`src/rtl/regfile_read_arbiter_if.sv`:
```
// Request/response bundle between the requesters, the register-file read mux and the read-port arbiter.
// The slave modport is the arbiter's side; the master modport is the requesters, mux and response consumer.
interface regfile_read_arbiter_if #(
    parameter int NREQ   = 4,
    parameter int DATA_W = 64,
    parameter int ADDR_W = 5
);
    localparam int ID_W = (NREQ > 1) ? $clog2(NREQ) : 1;

    logic [NREQ-1:0]              req_valid;
    logic [NREQ-1:0][ADDR_W-1:0]  req_addr;
    logic [NREQ-1:0]              req_ready;
    logic [ADDR_W-1:0]            read_reg;
    logic [DATA_W-1:0]            read_data;
    logic                         rsp_valid;
    logic [ID_W-1:0]              rsp_id;
    logic [DATA_W-1:0]            rsp_data;
    logic                         rsp_ready;
    logic                         busy;

    modport slave (
        input  req_valid, req_addr, read_data, rsp_ready,
        output req_ready, read_reg, rsp_valid, rsp_id, rsp_data, busy
    );

    modport master (
        output req_valid, req_addr, read_data, rsp_ready,
        input  req_ready, read_reg, rsp_valid, rsp_id, rsp_data, busy
    );
endinterface

```
`src/rtl/regfile_read_arbiter.sv`:
```
// Round-robin share of the register-file read port: grant at N, read_reg at N+1, tagged response at N+2; no grant while the response is stalled.
// REGFILE_ZERO_BYPASS_EN: a grant to x31 skips the mux fetch and responds with zero at N+1, leaving read_reg untouched.
module regfile_read_arbiter #(
    parameter int NREQ   = 4,
    parameter int DATA_W = 64,
    parameter int ADDR_W = 5
) (
    input  logic                  i_clk,
    input  logic                  i_reset,
    regfile_read_arbiter_if.slave bus
);
    localparam int ID_W = (NREQ > 1) ? $clog2(NREQ) : 1;

    typedef enum logic [1:0] {S_IDLE, S_FETCH, S_RESP} state_t;

    state_t             r_state;
    state_t             w_state_nxt;
    logic [ID_W-1:0]    r_rr_ptr;
    logic [ID_W-1:0]    r_fetch_id;
    logic [ID_W-1:0]    r_rsp_id;
    logic [ADDR_W-1:0]  r_read_reg;
    logic [DATA_W-1:0]  r_rsp_data;
    logic               r_rsp_valid;

    logic               w_any;
    logic [ID_W-1:0]    w_win_id;
    logic [ADDR_W-1:0]  w_win_addr;
    logic               w_slot_free;
    logic               w_grant;
    logic               w_bypass;
    logic               w_capture;
    logic [NREQ-1:0]    w_req_ready;
    int                 w_idx;

    // Search starts at the round-robin pointer and wraps; the first valid requester wins.
    always_comb begin
        w_any    = 1'b0;
        w_win_id = '0;
        w_idx    = 0;
        for (int k = 0; k < NREQ; k++) begin
            w_idx = int'(r_rr_ptr) + k;
            if (w_idx >= NREQ) begin
                w_idx = w_idx - NREQ;
            end
            if (!w_any && bus.req_valid[w_idx]) begin
                w_any    = 1'b1;
                w_win_id = ID_W'(w_idx);
            end
        end
    end

    assign w_slot_free = !r_rsp_valid || bus.rsp_ready;
    assign w_grant     = !i_reset && (r_state != S_FETCH) && w_slot_free && w_any;
    assign w_win_addr  = bus.req_addr[w_win_id];

`ifdef REGFILE_ZERO_BYPASS_EN
    assign w_bypass = w_grant && (w_win_addr == ADDR_W'(31));
`else
    assign w_bypass = 1'b0;
`endif

    always_comb begin
        w_req_ready = '0;
        if (w_grant) begin
            w_req_ready[w_win_id] = 1'b1;
        end
    end

    always_ff @(posedge i_clk) begin
        if (i_reset) begin
            r_state <= S_IDLE;
        end else begin
            r_state <= w_state_nxt;
        end
    end

    always_comb begin
        w_state_nxt = r_state;
        w_capture   = 1'b0;
        unique case (r_state)
            S_IDLE: begin
                if (w_grant) begin
                    w_state_nxt = w_bypass ? S_RESP : S_FETCH;
                end
            end
            S_FETCH: begin
                w_capture   = 1'b1;
                w_state_nxt = S_RESP;
            end
            S_RESP: begin
                if (w_grant) begin
                    w_state_nxt = w_bypass ? S_RESP : S_FETCH;
                end else if (bus.rsp_ready) begin
                    w_state_nxt = S_IDLE;
                end
            end
            default: w_state_nxt = S_IDLE;
        endcase
    end

    always_ff @(posedge i_clk) begin
        if (i_reset) begin
            r_rr_ptr    <= '0;
            r_fetch_id  <= '0;
            r_read_reg  <= '0;
            r_rsp_valid <= 1'b0;
            r_rsp_id    <= '0;
            r_rsp_data  <= '0;
        end else begin
            if (w_grant) begin
                r_rr_ptr <= (w_win_id == ID_W'(NREQ - 1)) ? '0 : w_win_id + 1'b1;
            end
            if (w_grant && !w_bypass) begin
                r_read_reg <= w_win_addr;
                r_fetch_id <= w_win_id;
            end
            // A grant out of RESP retires the old response; valid stays low until the new capture.
            if (w_capture) begin
                r_rsp_valid <= 1'b1;
                r_rsp_id    <= r_fetch_id;
                r_rsp_data  <= bus.read_data;
            end else if (w_bypass) begin
                r_rsp_valid <= 1'b1;
                r_rsp_id    <= w_win_id;
                r_rsp_data  <= '0;
            end else if (w_grant || bus.rsp_ready) begin
                r_rsp_valid <= 1'b0;
            end
        end
    end

    assign bus.req_ready = w_req_ready;
    assign bus.read_reg  = r_read_reg;
    assign bus.rsp_valid = r_rsp_valid;
    assign bus.rsp_id    = r_rsp_id;
    assign bus.rsp_data  = r_rsp_data;
    assign bus.busy      = r_rsp_valid || (|bus.req_valid);
endmodule

```
`src/flat_wrapper.sv`:
```
// flat-port wrapper written by rule: the top's interface ports become plain ports
module regfile_read_arbiter_flat 
#(
    parameter int NREQ   = 4,
    parameter int DATA_W = 64,
    parameter int ADDR_W = 5
)
  (i_clk, i_reset, bus_req_valid, bus_req_addr, bus_read_data, bus_rsp_ready, bus_req_ready, bus_read_reg, bus_rsp_valid, bus_rsp_id, bus_rsp_data, bus_busy);
  regfile_read_arbiter_if #(.NREQ(NREQ), .DATA_W(DATA_W), .ADDR_W(ADDR_W)) bus_i ();
  input  logic i_clk;
  input  logic i_reset;
  input wire logic [$bits(bus_i.req_valid)-1:0] bus_req_valid;
  input wire logic [$bits(bus_i.req_addr)-1:0] bus_req_addr;
  input wire logic [$bits(bus_i.read_data)-1:0] bus_read_data;
  input wire logic [$bits(bus_i.rsp_ready)-1:0] bus_rsp_ready;
  output wire logic [$bits(bus_i.req_ready)-1:0] bus_req_ready;
  output wire logic [$bits(bus_i.read_reg)-1:0] bus_read_reg;
  output wire logic [$bits(bus_i.rsp_valid)-1:0] bus_rsp_valid;
  output wire logic [$bits(bus_i.rsp_id)-1:0] bus_rsp_id;
  output wire logic [$bits(bus_i.rsp_data)-1:0] bus_rsp_data;
  output wire logic [$bits(bus_i.busy)-1:0] bus_busy;
  assign bus_i.req_valid = bus_req_valid;
  assign bus_i.req_addr = bus_req_addr;
  assign bus_i.read_data = bus_read_data;
  assign bus_i.rsp_ready = bus_rsp_ready;
  assign bus_req_ready = bus_i.req_ready;
  assign bus_read_reg = bus_i.read_reg;
  assign bus_rsp_valid = bus_i.rsp_valid;
  assign bus_rsp_id = bus_i.rsp_id;
  assign bus_rsp_data = bus_i.rsp_data;
  assign bus_busy = bus_i.busy;
  regfile_read_arbiter #(.NREQ(NREQ), .DATA_W(DATA_W), .ADDR_W(ADDR_W)) u_core (.i_clk(i_clk), .i_reset(i_reset), .bus(bus_i));
endmodule
```
`config.mk`:
```
export PLATFORM = sky130hd
export DESIGN_NAME = regfile_read_arbiter_flat
export DESIGN_NICKNAME = d
export VERILOG_FILES = /design/src/rtl/regfile_read_arbiter_if.sv /design/src/rtl/regfile_read_arbiter.sv /design/src/flat_wrapper.sv
export SDC_FILE = /design/constraint.sdc
export NUM_CORES = 1
export LEC_CHECK = 0
export ABC_AREA = 0
export CAP_MARGIN = 25
export CORE_MARGIN = 4
export CORE_UTILIZATION = 32
export CTS_CLUSTER_DIAMETER = 120
export DETAILED_ROUTE_END_ITERATION = 6
export GPL_TIMING_DRIVEN = 0
export PLACE_DENSITY = 0.7
export SETUP_SLACK_MARGIN = 0.4
export SLEW_MARGIN = 20
export SYNTH_ARGS = -nofsm -noshare
export SYNTH_HDL_FRONTEND = slang
export SYNTH_SLANG_ARGS = --single-unit
export TNS_END_PERCENT = 100
```
`constraint.sdc`:
```
create_clock -name i_clk -period 2.3 [get_ports i_clk]
set_clock_uncertainty 0.2 [all_clocks]
set_input_delay 0.46 -clock i_clk [delete_from_list [all_inputs] [get_ports i_clk]]
set_output_delay 0.46 -clock i_clk [all_outputs]
set_load 0.03 [all_outputs]
```
==> impl_metrics.yaml, run 1 <==
run_status:
  outcome: "finished with violations"
  violations: "setup timing"
global_routing:
  grt_usage_pct: 16.57
  antenna_found_initial: 0
  grt_pass1_vias: 3110
  grt_max_degree: 14
  grt_pass1_wl_um: 15000
  overflow: 0
yosys:
  synth_top_area_share_pct: 51.02
  ys_seq_area_share_pct: 51.02
  synth.area.top_cells: "dfxtp_1 (51%), nand2_1 (17%), a21oi_1 (11%), mux2i_1 (2.0%), ha_1 (1.6%)"
  synth_xor_area_share_pct: 0
  synth_area_per_cell_um2: 8.075
  syn_nets: 474
  netlist_area_um2: 3060
  synth_compound_area_share_pct: 16.31
  synth_top_family_by_area: "simple AND/OR/NAND/NOR gates"
  synthMuxAreaShare_pct: 1.962
  synth_area_leader_cell: "dfxtp_1"
  synth-adder-area-share_pct: 1.635
  synth_simple_gate_area_share_pct: 24.73
  yosysUniqueCellTypes: 30
  synthCells: 379
  ys_ff_latch: 78
  yosys_warnings: 0
timing:
  period_share_pct: 105.0
  min_period_ns: 2.415
  hold_ws_ns: 0.2536
  slew_viol_final: 0
  timing.final.ws_setup_ns: -0.1150
  max_freq_ghz: 0.4141
  hold_viol_final: 0
  finalSetupViolations: 4
  max_slew.worst_pin.slew_ns: 0.5304
  rsz0062_at_grt: "true"
  slew-limit-headroom_pct: 64.64
layout:
  drive_gt1_share_pct: 12.80
  syn_to_final_growth_pct: 71.30
  largest_register_ffs: 64
  fin_area_um2: 5243
  nets: 668
  diodes: 0
  finalNonFillerCells: 707
die:
  rows: 35
  dieArea_um2: 11190
  die_h_um: 105.8
  start_util_pct: 32.96
  die_x_um: 105.8
  core_area_um2: 9284
  num_io_pins: 168
setup_path:
  cp_top_family: "compound AO/OA/AOI/OAI gates"
  required_ns: 1.64
  slowest_stage: "dfxtp_4"
  crit_fanout: 6
  cp-end-kind: "output port"
  cpPeakStageDelay_ns: 0.39
  critPathLaunchType: "register"
  crit_buf_inv: 2
  worstSetupPathType: "register to output port"
  worstPathArrival_ns: 1.76
  path_cells: "a21oi_2 > o21a_1 > o22ai_4 > inv_4 > ha_4 > and2_4 > buf_6"
detailed_routing:
  viasPerCell: 4.569
  dr.pass1.iters: 4
  postRouteAntennaNets: 0
  vias: 3230
  drt-total-wl_um: 9610
  wl_per_cell_um: 13.59
  first_iter_violations: 107
  drc_errors: 0
placed_design:
  place.gp.congestion: 0.7606
  placed_area_um2: 4913
  dp.cells: 674
  dp_slack_ns: -1.060
  io_buffer_count: 166
  dp_hpwl_um: 7393
pwr:
  ir_worst_vdd_v: 0.0003411
  power_leakage_nw: 2.252
  p_per_area_nw_per_um2: 763.3
clock_tree:
  numCtsBuffers: 9
  clockBufferDepth: 2
  insertion_delay_ns: 0.33
  htreeDepth: 3
  clock-sinks: 78
  cts_hold_buf: 0
  root_buffer: "clkbuf_8"
  cts_tree: "built"
  clk_pin_slew_ns: 0.08
min_path:
  hp-class: "register to register"
flow_run:
  maxCapViolations: 0
[worst register-to-register path: stages, from the launching register on]
cell	delay (ns)
dfxtp_4	0.39
mux2i_2	0.24
o22ai_2	0.12
nor2_4	0.15
buf_6	0.13
buf_6	0.09
buf_6	0.11
mux2i_1	0.19
o211ai_1	0.10
[synthesized netlist by cell type]
cell type and count:
nand2_1 142, dfxtp_1 78, a21oi_1 69, clkbuf_1 12, buf_2 7, mux2i_1 6, buf_1 5, nand4b_1 5
nor3_1 5, o211ai_1 5, o21bai_1 5, and2_1 4, ha_1 4, inv_1 4, nand2b_1 4, o21ai_0 4
nor2_1 3, nor2_4 2, nor2b_1 2, o21a_1 2, o22ai_2 2, a21oi_2 1, a22o_2 1, buf_4 1
buf_6 1, nor3_2 1, nor3b_1 1, nor4_2 1, nor4_4 1, or2b_1 1
[routing by layer]
layer	wire (um)	global-route usage [%]	vias up
met5	0	0	-
met4	248	7.031	0
met3	764	5.573	18
met2	4528	26.96	117
met1	4068	19.95	1462
li1	-	-	1633
[stage by stage]
step | TNS, ns | utilization [%] | power, mW
finish | -0.3840 | 56.47 | 4.001
global placement | -4.931 | 52.92 | 2.842
floorplan | 0 | - | 2.309
detailed placement | -5.531 | 52.92 | 2.866
CTS | -0.3783 | 55.86 | 4.013
global route | -0.7771 | 56.47 | 4.220
[where the power goes]
| part | switching [mW] | internal, mW | total, mW |
|---|---|---|---|
| logic | 0.736 | 0.551 | 1.29 |
| registers | 0.0756 | 1.50 | 1.57 |
| clock network | 0.498 | 0.642 | 1.14 |
[area by class of cell]
type	count	area, um2
flip-flops and latches	78	1567
multi-input cells	271	1434
inverters	4	17.52
clock buffers	11	141.4
clock inverters	5	82.58
plain buffers	26	126.4
repair buffers	183	1713
well taps	129	161.4
fillers	927	4041
[kinds of logic after synthesis]
logic type / count (synthesis)
multiplexers: 6
buffers and inverters: 30
AND/OR/NAND/NOR: 172
adder cells (fa/ha/maj): 4
AO/OA/AOI/OAI: 89
flip-flops: 78
[what timing repair did]
item                       4_1_cts  5_1_grt
buffers inserted                15        2
resized for setup              136        8
pin swaps                        6        7
setup endpoints to repair       83       10
[cells in the final DEF, fill, tap and decap left out, types with 2 or more instances in the layout]
cell type / netlist / routed
buf_8: 0 / 2
a21oi_2: 1 / 2
nor2_1: 3 / 3
nor3_1: 5 / 5
buf_4: 1 / 17
bufinv_16: 0 / 2
clkbuf_1: 12 / 13
buf_2: 7 / 7
buf_6: 1 / 9
o21bai_1: 5 / 5
dfxtp_1: 78 / 76
o21ai_0: 4 / 4
clkdlybuf4s50_1: 0 / 85
nand2b_1: 4 / 4
inv_1: 4 / 2
mux2i_2: 0 / 2
dlygate4sd2_1: 0 / 72
and2_4: 0 / 4
nor2_4: 2 / 2
clkbuf_8: 0 / 10
a21oi_1: 69 / 68
o21a_1: 2 / 2
nand4b_1: 5 / 5
ha_4: 0 / 2
o211ai_1: 5 / 5
nand2_1: 142 / 142
mux2i_1: 6 / 4
nor4_4: 1 / 2
buf_1: 5 / 5
clkinvlp_4: 0 / 3
[worst paths after layout]
check	from	to	slack (ns)	cells after the start
setup / recovery	u_core.r_rr_ptr[1]	bus_req_ready[2]	-0.12	7
hold / removal	u_core.bus.rsp_data[55]	u_core.bus.rsp_data[55]	0.25	2
setup reg to reg	u_core.r_rr_ptr[1]	u_core.bus.read_reg[4]	0.47	8
hold reg to reg	u_core.bus.rsp_data[55]	u_core.bus.rsp_data[55]	0.25	2
No activity file was read; power rests on OpenSTA's default activity.
==> run 2: changes to the inputs <==
--- a/config.mk
+++ b/config.mk
@@ -6,13 +6,14 @@
 export NUM_CORES = 1
 export LEC_CHECK = 0
 export ABC_AREA = 0
-export CAP_MARGIN = 25
+export CELL_PAD_IN_SITES_DETAIL_PLACEMENT = 0
+export CELL_PAD_IN_SITES_GLOBAL_PLACEMENT = 1
 export CORE_MARGIN = 4
-export CORE_UTILIZATION = 32
+export CORE_UTILIZATION = 27
 export CTS_CLUSTER_DIAMETER = 120
 export DETAILED_ROUTE_END_ITERATION = 6
 export GPL_TIMING_DRIVEN = 0
-export PLACE_DENSITY = 0.7
+export PLACE_DENSITY = 0.83
 export SETUP_SLACK_MARGIN = 0.4
 export SLEW_MARGIN = 20
 export SYNTH_ARGS = -nofsm -noshare
==> run 2 against run 1 <==
Net effect: the run still ends with setup timing left; global-route usage decreased by 1.6 points; final area up 1.9%; wire length increased by 4.8%; count of clock-buffer cells in the layout down 2; power up 7.8%; clock power grew 25%; core utilization fell by 7.8 points; via count is 1.3% lower; critical path depth unchanged; fmax rose by 2.4%; worst hold slack worse by 0.029 ns; critical path type unchanged; critical endpoint unchanged; highest routed layer unchanged.
==> impl_metrics.yaml, run 2 (same netlist as run 1, synthesis figures left out) <==
run_status:
  outcome: "finished with violations"
  violations: "setup timing"
setup_path:
  crit_fanout: 5
  startpoint: "u_core.r_rr_ptr[1]"
  path_cells: "mux2i_1 > o22ai_2 > nor2_4 > inv_2 > ha_2 > and2_4 > buf_6"
  slowest_stage: "dfxtp_4"
  critPathLaunchType: "register"
  crit_buf_inv: 2
  rrSetupSlack_ns: 0.49
  cp_top_family: "flip-flops"
  worstReg2RegStart: "u_core.r_rr_ptr[1]"
  cp.depth: 7
  worstSetupPathType: "register to output port"
  crit_end: "bus_req_ready[2]"
  required_ns: 1.64
  reg2reg_depth: 7
  cp-end-kind: "output port"
  r2r_end: "u_core.bus.read_reg[3]"
  worstPathArrival_ns: 1.70
  cpPeakStageDelay_ns: 0.38
placed_design:
  io_buffer_count: 166
  dp_hpwl_um: 7640
  place.gp.congestion: 0.8008
layout:
  layout_common_cells: "nand2_1 (141), clkdlybuf4s50_1 (84), dfxtp_1 (75)"
  largest_register_ffs: 64
  diodes: 0
  nets: 671
  syn_to_final_growth_pct: 74.61
  regArea_um2: 1568
  multi_input_area_um2: 1416
  drive_gt1_share_pct: 14.29
  final_common_cell: "nand2_1"
  nFillCells: 1093
detailed_routing:
  wl_per_cell_um: 13.97
  first_iter_violations: 162
  drc_errors: 0
  dr.pass1.iters: 5
  viasPerCell: 4.422
  postRouteAntennaNets: 0
  drt-total-wl_um: 10070
  vias: 3188
pwr:
  p_clk_share_pct: 33.2
  pwr-share-seq_pct: 36.6
  p_total_mw: 4.313
  power_leakage_nw: 2.313
  p_switching_mw: 1.397
  ir_worst_vdd_v: 0.0003926
  p_per_area_nw_per_um2: 807.0
  comb_power_share_pct: 30.3
  p_int_mw: 2.916
  sw_frac_of_total_pct: 32.39
global_routing:
  grt_pass1_wl_um: 15850
  antenna_found_initial: 0
  grt_usage_pct: 15.01
  overflow: 0
  grt_pass1_vias: 3198
  grt_max_degree: 16
die:
  core_area_um2: 10980
  die_h_um: 114.5
  rows: 38
  num_io_pins: 168
  dieArea_um2: 13100
  start_util_pct: 27.87
  die_x_um: 114.5
min_path:
  hp-class: "register to register"
  hold_start: "u_core.r_state[0]"
timing:
  slew_viol_final: 0
  timing.final.ws_setup_ns: -0.05848
  finalSetupViolations: 4
  rsz0062_at_grt: "true"
  max_freq_ghz: 0.4240
  period_share_pct: 102.5
  hold_viol_final: 0
  min_period_ns: 2.358
  tns_ns: -0.1629
  slew-limit-headroom_pct: 64.18
  max_slew.worst_pin.slew_ns: 0.5373
clock_tree:
  cts_tree: "built"
  root_buffer: "clkbuf_16"
  numCtsBuffers: 9
  clk_pin_slew_ns: 0.06
  cts_hold_buf: 0
  clockBufferDepth: 2
  insertion_delay_ns: 0.32
  clock-sinks: 78
  htreeDepth: 3
flow_run:
  maxCapViolations: 0
## run 2: power groups by stage
stage	registers (mW)	clock network [mW]	logic, mW
finish	1.58	1.43	1.30
global route	1.60	1.53	1.42
CTS	1.58	1.48	1.27
detailed placement	1.61	0	1.27
global placement	1.61	0	1.25
floorplan	1.85	0	0.460
## run 2: stage by stage
step	area (um2)	hold WS [ns]	std cells	util, %	setup slack [ns]
finish	5344	0.2251	721	48.66	-0.05848
global route	5344	0.2569	721	48.66	-0.1444
CTS	5273	0.2273	714	48.01	-0.08389
detailed placement	4927	0.2459	685	44.86	-1.066
global placement	4927	0.2419	685	44.86	-1.007
floorplan	3090	0.2222	379	-	0.2940
## run 2: final cells by class
type	count	area share, %
clock inverter	7	1.498
tap	140	3.278
buffer	26	2.412
multi-input combinational	271	26.50
sequential	78	29.34
timing repair buffer	186	32.43
clock buffer	9	4.214
inverter	4	0.3278
## run 2: worst min-delay path by stage
stage	to	slack, ns	cells past startpoint
floorplan	u_core.r_state[0]	0.22	1
global placement	u_core.bus.rsp_data[47]	0.24	2
detailed placement	u_core.bus.rsp_data[24]	0.25	2
CTS	u_core.r_state[0]	0.23	1
global route	u_core.r_state[0]	0.26	1
finish	u_core.r_state[0]	0.23	1
## run 2: routing by layer
metal,vias to the layer above,GRT usage [%],routed length (um)
li1,1643,-,-
met1,1415,19.11,4385
met2,120,24.25,4621
met3,10,4.968,940
met4,0,4.276,123
met5,-,0,0
## run 2: repair_timing
| action | CTS | global route |
|---|---|---|
| resized for setup | 141 | 8 |
| setup endpoints to repair | 83 | 12 |
| pin swaps | 6 | 3 |
| endpoints found under the hold margin | 0 | 0 |
| buffers inserted | 13 | 7 |
## run 2: worst reg2reg max path, stage by stage (launching register included)
cell and delay, ns:
dfxtp_4 0.38, mux2i_1 0.23, o22ai_2 0.14, nor2_4 0.16, buf_4 0.13, buf_4 0.15, mux2i_1 0.21, o211ai_1 0.11
